`src/rtl/sort_controller.sv`:
```
// Control FSM for an in-place ascending exchange sort over a K-entry RAM.
// Sequences counters i/j, registers A/B and RAM writes; reports busy/done/swap count.
module sort_controller #(
  parameter int CW = 6
) (
  input  logic          clk,
  input  logic          rst,
  input  logic          start,
  input  logic          zi,
  input  logic          zj,
  input  logic          AgtB,
  output logic          Li,
  output logic          Ei,
  output logic          Lj,
  output logic          Ej,
  output logic          EA,
  output logic          EB,
  output logic          Csel,
  output logic          Bout,
  output logic          Wr,
  output logic          busy,
  output logic          done,
  output logic [CW-1:0] swap_count
);

  typedef enum logic [3:0] {
    IDLE,
    LOAD_A,
    LOAD_B,
    CMP,
    SWAP_I,
    SWAP_J,
    RELOAD_A,
    NEXT_J,
    NEXT_I,
    DONE
  } state_t;

  state_t state;

  logic in_sort;
  assign in_sort = (state != IDLE) && (state != DONE);

  // Dropping start while sorting wins over every other transition, and the
  // swap counter is left untouched so the host can see how far it got.
  always_ff @(posedge clk or negedge rst) begin
    if (!rst) begin
      state      <= IDLE;
      swap_count <= '0;
    end else if (in_sort && !start) begin
      state <= IDLE;
    end else begin
      case (state)
        IDLE: begin
          if (start) begin
            swap_count <= '0;
            state      <= LOAD_A;
          end
        end
        LOAD_A:   state <= LOAD_B;
        LOAD_B:   state <= CMP;
        CMP:      state <= AgtB ? SWAP_I : NEXT_J;
        SWAP_I:   state <= SWAP_J;
        SWAP_J: begin
          if (swap_count != '1) begin
            swap_count <= swap_count + CW'(1);
          end
          state <= RELOAD_A;
        end
        RELOAD_A: state <= NEXT_J;
        NEXT_J:   state <= zj ? NEXT_I : LOAD_B;
        NEXT_I:   state <= zi ? DONE : LOAD_A;
        DONE: begin
          if (!start) begin
            state <= IDLE;
          end
        end
        default:  state <= IDLE;
      endcase
    end
  end

  // Strobes decode straight from the state register; the counter increments
  // additionally look at zi/zj so the counters never step past their limits.
  always_comb begin
    Li   = 1'b0;
    Ei   = 1'b0;
    Lj   = 1'b0;
    Ej   = 1'b0;
    EA   = 1'b0;
    EB   = 1'b0;
    Csel = 1'b0;
    Bout = 1'b0;
    Wr   = 1'b0;
    busy = in_sort;
    done = 1'b0;
    case (state)
      IDLE: Li = 1'b1;
      LOAD_A: begin
        Csel = 1'b0;
        EA   = 1'b1;
        Lj   = 1'b1;
      end
      LOAD_B: begin
        Csel = 1'b1;
        EB   = 1'b1;
      end
      SWAP_I: begin
        Csel = 1'b0;
        Bout = 1'b1;
        Wr   = 1'b1;
      end
      SWAP_J: begin
        Csel = 1'b1;
        Bout = 1'b0;
        Wr   = 1'b1;
      end
      RELOAD_A: begin
        Csel = 1'b0;
        EA   = 1'b1;
      end
      NEXT_J: Ej = ~zj;
      NEXT_I: Ei = ~zi;
      DONE:   done = 1'b1;
      default: ;
    endcase
  end

endmodule

```
`config.mk`:
```
export PLATFORM = sky130hd
export DESIGN_NAME = sort_controller
export DESIGN_NICKNAME = d
export VERILOG_FILES = /design/src/rtl/sort_controller.sv
export SDC_FILE = /design/constraint.sdc
export NUM_CORES = 1
export LEC_CHECK = 0
export ABC_AREA = 0
export CORE_MARGIN = 2
export CORE_UTILIZATION = 48
export CTS_BUF_LIST = sky130_fd_sc_hd__clkbuf_8
export CTS_CLUSTER_DIAMETER = 40
export DETAILED_ROUTE_END_ITERATION = 7
export GPL_ROUTABILITY_DRIVEN = 0
export PLACE_DENSITY = 0.85
export SYNTH_ARGS = -nofsm -noshare
export SYNTH_HDL_FRONTEND = slang
export SYNTH_SLANG_ARGS = --single-unit
export TNS_END_PERCENT = 10
```
`constraint.sdc`:
```
create_clock -name clk -period 1.55 [get_ports clk]
set_clock_uncertainty 0.2 [all_clocks]
set_input_delay 0.2325 -clock clk [delete_from_list [all_inputs] [get_ports clk]]
set_output_delay 0.2325 -clock clk [all_outputs]
set_load 0.1 [all_outputs]
```
==> results of run 1 <==
## cell usage after synthesis
library cell,n
a21oi_1,5
a22oi_2,1
a2bb2oi_2,1
a31oi_1,3
and2_1,2
and3_1,6
and4bb_1,2
buf_2,4
buf_4,1
dfrtp_1,10
ha_1,1
inv_1,4
mux2i_1,1
nand2_1,5
nand2b_1,4
nand3_1,3
nand3b_1,1
nand4_1,2
nor2_1,8
nor2b_1,1
nor3_1,4
nor3b_2,1
nor4_1,2
nor4b_2,1
o211ai_4,1
o21a_1,2
o21ai_0,4
o221ai_2,1
o31ai_1,2
or2_1,1
or3b_1,1
xnor2_1,2
xor2_1,1
## cell families after synthesis
family / count (synthesis)
and+or+nand+nor: 44
AOI/OAI and AO/OA: 20
DFF: 10
buffers and inverters: 9
xor gates and xnor gates: 3
muxes: 1
adders and majority gates: 1
## through the flow
step,std cells,utilization [%]
after floorplan,88,-
after global placement,140,90.4
after detailed placement,140,90.4
==> flow_summary.ini, run 1 <==
[logic_synthesis]
ys_seq_area_share_pct = 32.7
synth_top_cell_area_share_pct = 32.7
ys_ff_latch = 10
yosysWarnings = 0
synthAdderAreaFrac_pct = 1.64
yosys-top-cells-area = dfrtp_1, and3_1, nor2_1
synth-simple-area-share_pct = 34.7
synth_top_family_by_area = simple AND/OR/NAND/NOR gates
synth_xor_area_share_pct = 3.44
synth_nets = 95
syn_inst = 88
synth.largest_area_cell = dfrtp_1
synth_compound_gate_area_share_pct = 20.6
avgSynthCellArea_um2 = 8.69
synth_cell_types = 33
syn_area_um2 = 764
muxShareOfSynthArea_pct = 1.31

[place]
hpwl_um = 1960
io_buffers = 22
dpl_cell_area_mm2 = 0.00136
dp_slack_ps = -112

[cts]
cts_buffer_depth = 2
cts_root_buf = clkbuf_8
cts.sinks = 10
numCtsBuffers = 3
postCtsSetupRepairBufs = 2
holdBufCountCts = 0
cts_resized = 13
htree_levels = 1

[die]
die_width_um = 43.9
pin_count = 23
start_util_pct = 50.7
die_h_um = 43.9
rows = 14

[status]
stop_stage = clock tree synthesis (4_1_cts)
status = stopped before the end
error = [ERROR DPL-0033] detailed placement checks failed during check placement.
==> run 2: changes to the inputs <==
==> config.mk (replaced) <==
export PLATFORM = sky130hd
export DESIGN_NAME = sort_controller
export DESIGN_NICKNAME = d
export VERILOG_FILES = /design/src/rtl/sort_controller.sv
export SDC_FILE = /design/constraint.sdc
export NUM_CORES = 1
export LEC_CHECK = 0
export ABC_AREA = 0
export CORE_AREA = 2 2 63 65
export DETAILED_ROUTE_END_ITERATION = 7
export DIE_AREA = 0 0 65 67
export GPL_ROUTABILITY_DRIVEN = 0
export PLACE_DENSITY_LB_ADDON = 0.15
export SYNTH_ARGS = -nofsm -noshare
export SYNTH_HDL_FRONTEND = slang
export SYNTH_SLANG_ARGS = --single-unit
export TNS_END_PERCENT = 10
==> run 2 against run 1 <==
  * The flow now finishes, with violations (negative setup slack)
  * Synthesized cell count stayed put
  * Area after synthesis unchanged
==> flow_summary.ini, run 2 <==
[status]
status = finished with violations
violations = negative setup slack

[timing]
fin_ws_ps = -288
clock.fmax_mhz = 544
finalSetupViolations = 18
final_hold_viol_count = 0
rsz0062_at_grt = yes
worstMarginPinSlew_ps = 471
min_period_ps = 1840
relSlewSlack_pct = 68.5
maxSlewViolCount = 0
worst_hold_slack_ps = 126
tns_ps = -3520
final.period_utilization_pct = 119

[routing]
drt_iter0_markers = 29
routedWlPerCell_um = 12.3
viasPerCell = 4.62
dr.pass1.iters = 4
route.detailed.drc = 0
wl_um = 2290
ant_nets = 0
route.vias.total = 859

[die]
rows = 22
core_area_mm2 = 0.00361
start_util_pct = 21.2
die_h_um = 67
pin_count = 23
die_width_um = 65
die-area_mm2 = 0.00436

[logic_synthesis]
synthArstFlopShare_pct = 100
synth.largest_area_cell = dfrtp_1
synth_edf_count = 0
avgSynthCellArea_um2 = 8.69
synth.most_common_cell = dfrtp_1
synth_nets = 95
syn_inst = 88
yosysWarnings = 0
ys_seq_area_share_pct = 32.7
yosys-top-cells-area = dfrtp_1, and3_1, nor2_1
synthFlopType = dfrtp_1
synthTopCellsByCount = dfrtp_1, nor2_1, and3_1, a21oi_1, nand2_1
syn_area_um2 = 764
synth_top_cell_area_share_pct = 32.7
ys_ff_latch = 10
synth_cell_types = 33

[place]
io_buffers = 22
hpwl_um = 1750
dp_slack_ps = -129

[cts]
clk_pin_slew_worst_paths_ps = 50
clk_latency_ps = 230
htree_levels = 1
cts.sinks = 10
holdBufCountCts = 0
cts_buffer_depth = 2
numCtsBuffers = 3
cts_root_buf = clkbuf_8
cts_tree = done

[critical_path]
ff2ff_setup_slack_ps = -220
worstSetupPathType = register to output port
startpoint_type = register
cp_data_arrival_time_ps = 1410
end_kind = output port
r2r_start = state[2]
cp-startpoint = state[1]
cp_max_fo = 7
required_ps = 1120

[layout]
finalCoreUtilization_pct = 44.4
largest_register = swap_count
nets = 147
largest_reg_flops = 6
layout_commonest_cell = buf_4
drive_gt1_share_pct = 52.2
antennaDiodeCount = 0
multi_input_area_um2 = 593
n_fill_cell = 338
layout_common_cells = buf_4, buf_12, nor2_1, and3_1, dfrtp_1
area_growth_pct = 110
ff_latch_area_um2 = 255
reg.largest.list = swap_count (6), state (4)

[power_and_ir_drop]
leakage_nw = 0.693
vdd_ir_drop_max_uv = 490
pwr_density_cell_mw_per_mm2 = 805

[global_route]
first_global_vias = 882
grtUsageTotal_pct = 11.8
grt_pass1_wl_um = 4000
grt_max_degree = 11
overflow = 0
antenna_found_initial = 0

[worst_hold_path]
hp-class = input port to async pin

[job]
drv_cap = 0
run 2: cell counts after synthesis:
No cell type changed its count.
run 2: final timing paths:
| check | endpoint | cells after the start |
|---|---|---|
| max | EA | 4 |
| min | swap_count[2] | 1 |
| max reg2reg | state[0] | 5 |
| min reg2reg | swap_count[1] | 3 |
| max in group asynchronous | state[0] | 1 |
| min in group clk | swap_count[1] | 3 |
run 2: cells by family after synthesis:
logic type | share of synthesized area, %
multiplexers | 1.31
AO/OA/AOI/OAI | 20.6
XOR/XNOR | 3.44
flip-flops | 32.7
buffers and inverters | 5.56
adder cells (fa/ha/maj) | 1.64
AND/OR/NAND/NOR | 34.7
run 2: cell type report:
type	count	share of cell area (%)
Timing Repair Buffer	52	39.8
Multi-Input combinational cell	69	37.0
Sequential cell	10	15.9
Tap cell	48	3.75
Clock buffer	3	2.58
Inverter	4	0.937
run 2: critical path, stage by stage (launching register included):
cell	delay, ps
dfrtp_2	460
nand2b_1	210
o21a_1	190
nor2_2	130
buf_12	190
run 2: routing by layer:
metal / part of all wire, % / global-route usage, % / vias up
li1: - / - / 426
met1: 43 / 14.9 / 400
met2: 50 / 19.3 / 29
met3: 4.9 / 3.21 / 4
met4: 1.4 / 3.99 / 0
met5: 0 / 0 / -
run 2: repair_timing:
item / 4_1_cts / 5_1_grt
setup endpoints to repair: 18 / 18
gates resized for setup: 20 / 3
buffers inserted: 4 / 1
pin swaps: 7 / 5
run 2: per-stage QoR:
| step | power [mW] | cell area, um2 | std cells |
|---|---|---|---|
| 2_1_floorplan | 0.704 | 830 | 88 |
| 3_3_place_gp | 0.986 | 1430 | 178 |
| 3_5_place_dp | 0.993 | 1430 | 178 |
| 4_1_cts | 1.29 | 1570 | 185 |
| 5_1_grt | 1.35 | 1600 | 186 |
| 6_report | 1.29 | 1600 | 186 |
run 2: power breakdown:
part	switching, mW	internal [mW]
clock	0.0947	0.169
combinational	0.427	0.294
sequential	0.0230	0.282
Power figures use the tool's default switching activity.
==> run 3: changes to the inputs <==
--- a/config.mk
+++ b/config.mk
@@ -11,6 +11,7 @@
 export DIE_AREA = 0 0 65 67
 export GPL_ROUTABILITY_DRIVEN = 0
 export PLACE_DENSITY_LB_ADDON = 0.15
+export SLEW_MARGIN = 5
 export SYNTH_ARGS = -nofsm -noshare
 export SYNTH_HDL_FRONTEND = slang
 export SYNTH_SLANG_ARGS = --single-unit
==> results of run 3 <==
The final DEF is identical to that of run 2; final timing and power are the same.
==> run 4: changes to the inputs <==
--- a/config.mk
+++ b/config.mk
@@ -15,4 +15,3 @@
 export SYNTH_ARGS = -nofsm -noshare
 export SYNTH_HDL_FRONTEND = slang
 export SYNTH_SLANG_ARGS = --single-unit
-export TNS_END_PERCENT = 10
==> run 4 against run 3 <==
  * The run still ends with negative setup slack left
  * Largest power group unchanged
  * Clock power rose by 22%
  * Largest cell class is now multi-input gates
  * Cell count shrank 0.54%
  * Clock-buffer cell count is 1 higher
  * Final area rose by 12%
==> flow_summary.ini, run 4 (synthesis results as in run 2) <==
[layout]
layout_common_cells = buf_12, buf_4, buf_6
reg.largest.list = swap_count (6), state (4)
finalInstanceArea_mm2 = 0.00180
n_fill_cell = 329
drive_gt1_share_pct = 67.2
antennaDiodeCount = 0
layout_commonest_cell = buf_12
largest_reg_flops = 6
largest_register = swap_count
area_growth_pct = 135
nets = 145
finalCoreUtilization_pct = 49.8

[timing]
final_hold_viol_count = 0
worst_hold_slack_ps = 118
clock.fmax_mhz = 550
min_period_ps = 1820
rsz0062_at_grt = yes
relSlewSlack_pct = 69.3
tns_ps = -3530
maxSlewViolCount = 0
final.period_utilization_pct = 117
finalSetupViolations = 20
fin_ws_ps = -269
worstMarginPinSlew_ps = 459

[die]
rows = 22
core_area_mm2 = 0.00361
die-area_mm2 = 0.00436
pin_count = 23
die_width_um = 65
start_util_pct = 21.2
die_h_um = 67

[cts]
clk_latency_ps = 230
holdBufCountCts = 0
cts.sinks = 10
clk_pin_slew_worst_paths_ps = 50
cts_buffer_depth = 2
cts_tree = done
cts_root_buf = clkbuf_8
numCtsBuffers = 3
htree_levels = 1

[power_and_ir_drop]
p_switching_mw = 0.578
p_seq_share_pct = 23.5
pwr_density_cell_mw_per_mm2 = 793
p_sw_share_pct = 40.5
leakage_nw = 0.699
pwr-share-comb_pct = 53.9
vdd_ir_drop_max_uv = 359
p_clk_share_pct = 22.6
intPower_mw = 0.847

[place]
io_buffers = 22
hpwl_um = 1690
dp_slack_ps = -112
dpl_cell_area_mm2 = 0.00151

[critical_path]
critPathMaxStageDelay_ps = 480
cp_data_arrival_time_ps = 1390
critPathTopFamily = flip-flops
reg2reg_depth = 6
critPathBufInv = 2
r2r_start = state[2]
cp_max_fo = 6
worstPathCellList = buf_6, nor4_4, buf_12
end_kind = output port
required_ps = 1120
startpoint_type = register
rr_endpoint = state[0]
slowest_stage = dfrtp_2
ff2ff_setup_slack_ps = -220
worstSetupPathType = register to output port

[routing]
route.vias.total = 839
routedWlPerCell_um = 13.2
viasPerCell = 4.54
ant_nets = 0
drt_iter0_markers = 18
dr.pass1.iters = 4
wl_um = 2440
route.detailed.drc = 0

[global_route]
grt_pass1_wl_um = 3760
grtUsageTotal_pct = 11.1
first_global_vias = 805
grt_max_degree = 11
overflow = 0
antenna_found_initial = 0

[job]
drv_cap = 0

[worst_hold_path]
hp-class = input port to async pin

[status]
violations = negative setup slack
status = finished with violations
-- run 4: cell types whose count changed in the layout (fill, tap and decap cells not counted), moves of 2 or more --
cell	change
buf_4	-12
buf_6	+7
dfrtp_1	-6
dfrtp_4	+6
a21oi_1	-3
a21oi_2	+3
buf_12	+3
a31oi_1	-2
and3_1	-2
and3_4	+2
nand2_1	-2
nor2_1	-2
nor2_4	+2
-- run 4: worst reg2reg max path, delay by kind of cell (launching register included) --
family | cells | cell delay (ps)
flops | 1 | 480
simple gates | 1 | 390
buf+inv | 3 | 380
compound gates | 2 | 250
-- run 4: worst max-delay path by stage --
| stage | end | depth (start not counted) | slack (ps) | from |
|---|---|---|---|---|
| global placement | swap_count[1] | 4 | -90 | start |
| detailed placement | swap_count[1] | 4 | -110 | start |
| floorplan | Csel | 3 | -990 | state[0] |
| finish | Li | 3 | -270 | state[2] |
| CTS | Ei | 3 | -270 | state[1] |
| global route | Li | 3 | -320 | state[2] |
-- run 4: final cells by class --
cell class              count  area [um2]  area share, %
well taps                  48        60.1           3.34
clock buffers               4        55.1           3.06
repair buffers             50         687           38.2
multi-input cells          69         702           39.1
flip-flops and latches     10         278           15.5
inverters                   4        15.0          0.836
-- run 4: per-layer routing --
layer	GRT usage [%]	routed length, um	vias to the layer above
li1	-	-	427
met1	16.3	1170	394
met2	16.4	1160	16
met3	3.04	106	2
met4	1.60	8	0
met5	0	0	-
-- run 4: metrics by stage --
step / total power [mW] / std cells
finish: 1.42 / 185
global route: 1.49 / 185
CTS: 1.37 / 180
detailed placement: 1.00 / 170
global placement: 1.00 / 170
floorplan: 0.749 / 88
-- run 4: power by group through the flow --
stage / clock, mW / sequential [mW] / combinational (mW)
2_1_floorplan: 0 / 0.414 / 0.335
3_3_place_gp: 0 / 0.339 / 0.664
3_5_place_dp: 0 / 0.340 / 0.665
4_1_cts: 0.331 / 0.333 / 0.705
5_1_grt: 0.345 / 0.339 / 0.801
6_report: 0.322 / 0.335 / 0.768
-- run 4: repair_timing --
item | in CTS | in global routing
endpoints found under the setup margin | 17 | 18
resized for setup | 14 | 21
setup buffers | 7 | 6
gates cloned | 0 | 0
pin swaps | 9 | 8
